==> src/rtl/dp_reg_stage.sv <==
// Pipeline delay register for LC-3 register-file indices (SR1, SR2, DR) with
// stall/flush control, a per-stage write-valid tag and per-stage hazard match flags.
module dp_reg_stage #(
    parameter int unsigned IDX_W = 3,
    parameter int unsigned DEPTH = 1
) (
    input  logic             clock,
    input  logic             reset,
    input  logic             en,
    input  logic             flush,
    input  logic [IDX_W-1:0] sr1_in,
    input  logic [IDX_W-1:0] sr2_in,
    input  logic [IDX_W-1:0] dr_in,
    input  logic             dr_wr_in,
    output logic [IDX_W-1:0] sr1_out,
    output logic [IDX_W-1:0] sr2_out,
    output logic [IDX_W-1:0] dr_out,
    output logic             dr_wr_out,
    output logic [DEPTH-1:0] haz_sr1,
    output logic [DEPTH-1:0] haz_sr2
);

    generate
        if (DEPTH < 1 || DEPTH > 4) begin : g_bad_depth
            $error("dp_reg_stage: DEPTH must be in 1..4");
        end
    endgenerate

    logic [IDX_W-1:0] sr1_q [DEPTH];
    logic [IDX_W-1:0] sr2_q [DEPTH];
    logic [IDX_W-1:0] dr_q  [DEPTH];
    logic             wr_q  [DEPTH];

    // Stage chain: reset and flush clear everything, en shifts, otherwise hold.
    always_ff @(posedge clock or posedge reset) begin
        if (reset) begin
            for (int unsigned k = 0; k < DEPTH; k++) begin
                sr1_q[k] <= '0;
                sr2_q[k] <= '0;
                dr_q[k]  <= '0;
                wr_q[k]  <= 1'b0;
            end
        end else if (flush) begin
            for (int unsigned k = 0; k < DEPTH; k++) begin
                sr1_q[k] <= '0;
                sr2_q[k] <= '0;
                dr_q[k]  <= '0;
                wr_q[k]  <= 1'b0;
            end
        end else if (en) begin
            sr1_q[0] <= sr1_in;
            sr2_q[0] <= sr2_in;
            dr_q[0]  <= dr_in;
            wr_q[0]  <= dr_wr_in;
            for (int unsigned k = 1; k < DEPTH; k++) begin
                sr1_q[k] <= sr1_q[k-1];
                sr2_q[k] <= sr2_q[k-1];
                dr_q[k]  <= dr_q[k-1];
                wr_q[k]  <= wr_q[k-1];
            end
        end
    end

    assign sr1_out   = sr1_q[DEPTH-1];
    assign sr2_out   = sr2_q[DEPTH-1];
    assign dr_out    = dr_q[DEPTH-1];
    assign dr_wr_out = wr_q[DEPTH-1];

    // Hazard flags compare live source indices against each in-flight write.
    always_comb begin
        haz_sr1 = '0;
        haz_sr2 = '0;
        for (int unsigned k = 0; k < DEPTH; k++) begin
            haz_sr1[k] = wr_q[k] && (dr_q[k] == sr1_in);
            haz_sr2[k] = wr_q[k] && (dr_q[k] == sr2_in);
        end
    end

endmodule

==> config.mk <==
export PLATFORM = sky130hd
export DESIGN_NAME = dp_reg_stage
export DESIGN_NICKNAME = d
export VERILOG_FILES = /design/src/rtl/dp_reg_stage.sv
export SDC_FILE = /design/constraint.sdc
export NUM_CORES = 1
export LEC_CHECK = 0
export ABC_AREA = 0
export BUFFER_PORTS_ARGS = -buffer_cell sky130_fd_sc_hd__buf_2
export CAP_MARGIN = 20
export CORE_AREA = 4 4 41 43
export DETAILED_ROUTE_END_ITERATION = 16
export DIE_AREA = 0 0 45 47
export PLACE_DENSITY = 0.68
export SYNTH_ARGS = -nofsm -noshare
export SYNTH_HDL_FRONTEND = slang
export SYNTH_SLANG_ARGS = --single-unit
==> constraint.sdc <==
create_clock -name clock -period 2 [get_ports clock]
set_input_delay 0.2 -clock clock [delete_from_list [all_inputs] [get_ports clock]]
set_output_delay 0.2 -clock clock [all_outputs]
set_load 0.01 [all_outputs]
# Word-level counts from Yosys, hierarchy flattened
# Index checks and enable logic that the tools add are counted.
# Widths: inputs -> output; s select.
[classes] n_eq_ne=2 n_reduce_logical=3 mux=8
[ops] operator="$mux 3" n=6
[ops] operator="$eq 3x3->1" n=2
[ops] operator="$logic_and 1x1->1" n=2
[ops] operator="$mux 1" n=2
[ops] operator="$reduce_bool 2->1" n=1
[word_totals] ff_bits=10 elab_cells=17

# Logic depth before layout (Yosys ltp)
[logic_depth] depth_word=2 ltp_mapped=3 ltp_nobuf=2

# Least setup slack after synthesis
# Ideal clock, no wire load.
[synth_timing] path_kind="reg2out" from="register dr_q (netlist bit dr_out[0])" to="output port haz_sr2" arrival_time_ps=825 n_path_buf=0 slack_ps=975 path_stages_with_launch=3 cell_sequence="dfrtp_1 xnor2_1 and4_1"
[synth_via] elab_chain_cells=2
[synth_rtl] element="from (decl)" line="31" source="logic [IDX_W-1:0] dr_q [DEPTH];"
[synth_rtl] element="from (signal, indexed assignment)" line="58" source="dr_q[k] <= dr_q[k-1];"
[synth_rtl] element="$eq 3x3->1" line="75" source="haz_sr2[k] = wr_q[k] && (dr_q[k] == sr2_in);"
[synth_rtl] element="$logic_and 1x1->1" line="75"
[synth_rtl] element="to (decl)" line="20" source="output logic [DEPTH-1:0] haz_sr2"
# No other way between the ends.

# Worst setup path in the final report
[layout_timing] from="register dr_q (netlist bit dr_out[2])" to="output port haz_sr2"
# The elaborated chain is that of the path after synthesis.

==> parameters.txt <==
Parameter                              Value

Worst setup path
  Data required time of the worst path    1.80 ns
  Critical Path Slowest Stage Cell    sky130_fd_sc_hd__dfrtp_1
  Reg-to-reg critical path startpoint    dr_out[2]
  Terminus of the critical flop-to-flop path    dr_out[2]
  Critical-path maximum fanout    4
  Crit Path Category    reg2out
  Critical Path Sink Type    output port
  R2R cell count    2
  Family with the most delay on the worst path    flip-flops
  Worst R2R Setup Slack    1.27 ns
  Critical path startpoint category    register
  Data arrival time of the worst path    1.19 ns
  Buf/Inv on CP    1
  Cell chain of the critical path    xnor2_1, and4_1, buf_2
  Startpoint of the most critical setup path    dr_out[2]
  Worst stage delay on the critical path    0.43 ns

Worst hold path
  Endpoint with the worst hold slack    dr_out[0]
  Worst min-delay path category    in2reg
  Hold path startpoint    dr_in[0]
  Number of cells on the worst hold path    3

Timing
  Final clock period utilization by the worst path    69.3%
  Minimum setup slack in the final design    0.614 ns
  Setup clock skew after layout    0 ns
  Worst slew margin relative to its limit    75.0%
  RSZ-0062 raised after global routing    no
  Max-slew violation count    0
  Worst Tran Pin Value    0.375 ns
  Maximum clock frequency    0.722 GHz
  Count of final setup violators    0
  Final hold violation count    0
  Min cycle time layout    1.39 ns
  Setup tns final    0 ns

Routing
  Total iterations of the first detailed-routing run    4
  Remaining antenna violation count after routing    0
  Remaining DRCs    0
  Average via count per standard cell    4.60
  Via count    386
  Routed wire per std cell    12.7 um
  Number of design-rule violations left by the first detailed-router iteration    2
  Sum of routed wire length over all layers    1.07 mm

Floorplanning
  Die outline area    2120 um2
  Std-Cell Core Area    1300 um2
  Number of standard-cell rows in the floorplan    13
  Chip width    45 um
  Die Height    47 um
  Effective utilization at floorplan    36.6%
  I/O pins    26

Final layout
  # diodes    0
  Post-layout instance area    652 um2
  Most common library cell in the layout ignoring fill and taps    sky130_fd_sc_hd__buf_2
  Final #Nets    84
  Commonest non-fill, non-tap cells in the layout    sky130_fd_sc_hd__buf_2 (25), sky130_fd_sc_hd__mux2i_1 (10), sky130_fd_sc_hd__nor2_1 (10), sky130_fd_sc_hd__dfrtp_1 (10), sky130_fd_sc_hd__xnor2_1 (6)
  Layout overhead on the synthesized area    36.7%
  Fraction of layout cells with a size suffix above 1    42.0%

Logic synthesis
  Count of warnings emitted by yosys    0
  Library cell with the largest summed area after synthesis    sky130_fd_sc_hd__dfrtp_1
  Area fraction of the dominant cell type after synthesis    52.5%
  Synth Instances    41
  Cell types with the largest area share after synthesis    sky130_fd_sc_hd__dfrtp_1 (52%), sky130_fd_sc_hd__mux2i_1 (21%), sky130_fd_sc_hd__xnor2_1 (11%), sky130_fd_sc_hd__nor2_1 (7.9%), sky130_fd_sc_hd__and4_1 (3.7%)
  Average footprint of a synthesized cell    11.6 um2
  Area of the mapped netlist    477 um2
  Yosys reg bits    10
  Portion of the post-synthesis area used by sequential elements    52.5%
  Post-synthesis cell type count    8
  Post-Synthesis Net Count    55

GRT
  Total global routing overflow    0
  Global-route wire length before repair    1.74 mm
  Maximum number of pins on one net before global-route repair    11
  Number of global-route vias before repair    381
  Initial antenna violation count    0
  Overall Global Routing Usage    12.1%

Clock tree
  Clock tree root driver cell    sky130_fd_sc_hd__clkbuf_4
  Clock slew seen by the registers of the worst setup and hold paths    0.07 ns
  TritonCTS clock tree    built
  Number of sinks on the clock net    10
  Worst-Skew Late Latency    0.27 ns
  Post-cts resize count    0
  Setup Fix Bufs, Post-CTS    0
  Total number of H-tree levels    1
  Bufs on Longest Clock Path    2
  Number of buffers created by CTS    3

Placement
  Post-place setup slack    0.892 ns
  Placement Cell Area    606 um2
  DP Wirelength    845 um
  Count of buffers from port buffering    25
  Final weighted congestion in routability-driven placement    0.684

Power and ir drop
  Static leakage power    0.370 nW
  Power density of the placed cells    741 nW/um2
  Peak ir drop on the vdd network    0.421 mV

Flow run
  Maximum capacitance violations    0

Outcome
  Result of the run    completed
-- sequential cells by signal (all words and copies together), names as in the netlist --
register,cells
sr2_out,3
dr_wr_out,1
dr_out,3
sr1_out,3
-- metrics by stage --
stage               util [%]  hold slack [ns]  std cells  power, mW
floorplan                  -           0.0402         41      0.270
CTS                     50.1            0.172         84      0.489
global route            50.1            0.180         84      0.510
global placement        46.5            0.195         79      0.301
finish                  50.1            0.173         84      0.483
detailed placement      46.5            0.189         79      0.303
-- what timing repair did --
item | 4_1_cts | 5_1_grt
hold endpoints to repair | 10 | 0
hold buffers | 1 | 0
endpoints found under the setup margin | 0 | 0
-- worst max path at each step --
| stage | cells after the start | slack, ns | to |
|---|---|---|---|
| 6_report | 3 | 0.61 | haz_sr2 |
| 5_1_grt | 3 | 0.51 | haz_sr2 |
| 4_1_cts | 3 | 0.60 | haz_sr1 |
| 3_5_place_dp | 3 | 0.89 | haz_sr1 |
| 3_3_place_gp | 3 | 0.91 | haz_sr2 |
| 2_1_floorplan | 2 | 0.98 | haz_sr2 |
-- Yosys cell counts, drive strengths merged --
| library cell | instances |
|---|---|
| xnor2 | 6 |
| buf | 2 |
| dfrtp | 10 |
| nor2 | 10 |
| and4 | 2 |
| mux2i | 10 |
| inv | 1 |
-- report_power, final --
group | leakage, nW | switching [mW] | internal (mW)
clock | 0.0210 | 0.0733 | 0.111
sequential | 0.133 | 0.00923 | 0.213
combinational | 0.216 | 0.0380 | 0.0386
-- worst register-to-register path, delay by kind of cell (launching register included) --
family,cells,cell delay [ns]
AND/OR/NAND/NOR,1,0.05
multiplexers,1,0.14
flip-flops,1,0.43
-- metal layers --
metal / GRT usage (%) / share of wire [%]
met1: 15.3 / 44
met2: 18.1 / 45
met3: 3.07 / 9.2
met4: 8.77 / 1.3
met5: 0 / 0
-- area by class of cell --
cell class                      instances  area [um2]
Sequential cell                        10         250
Tap cell                               15        18.8
Clock buffer                            4        36.3
Inverter                                1        3.75
Multi-Input combinational cell         28         208
Fill cell                             129         649
Timing Repair Buffer                   26         135
-- cells by family (layout without fill, tap and decap cells) --
logic type	Yosys count	after routing	share of synthesized area, %
DFF	10	10	52.5
xor gates and xnor gates	6	6	11.0
buffers and inverters	3	31	3.94
and+or+nand+nor	12	12	11.6
muxes	10	10	21.0
Note: power is estimated with default switching activity, not from simulation.
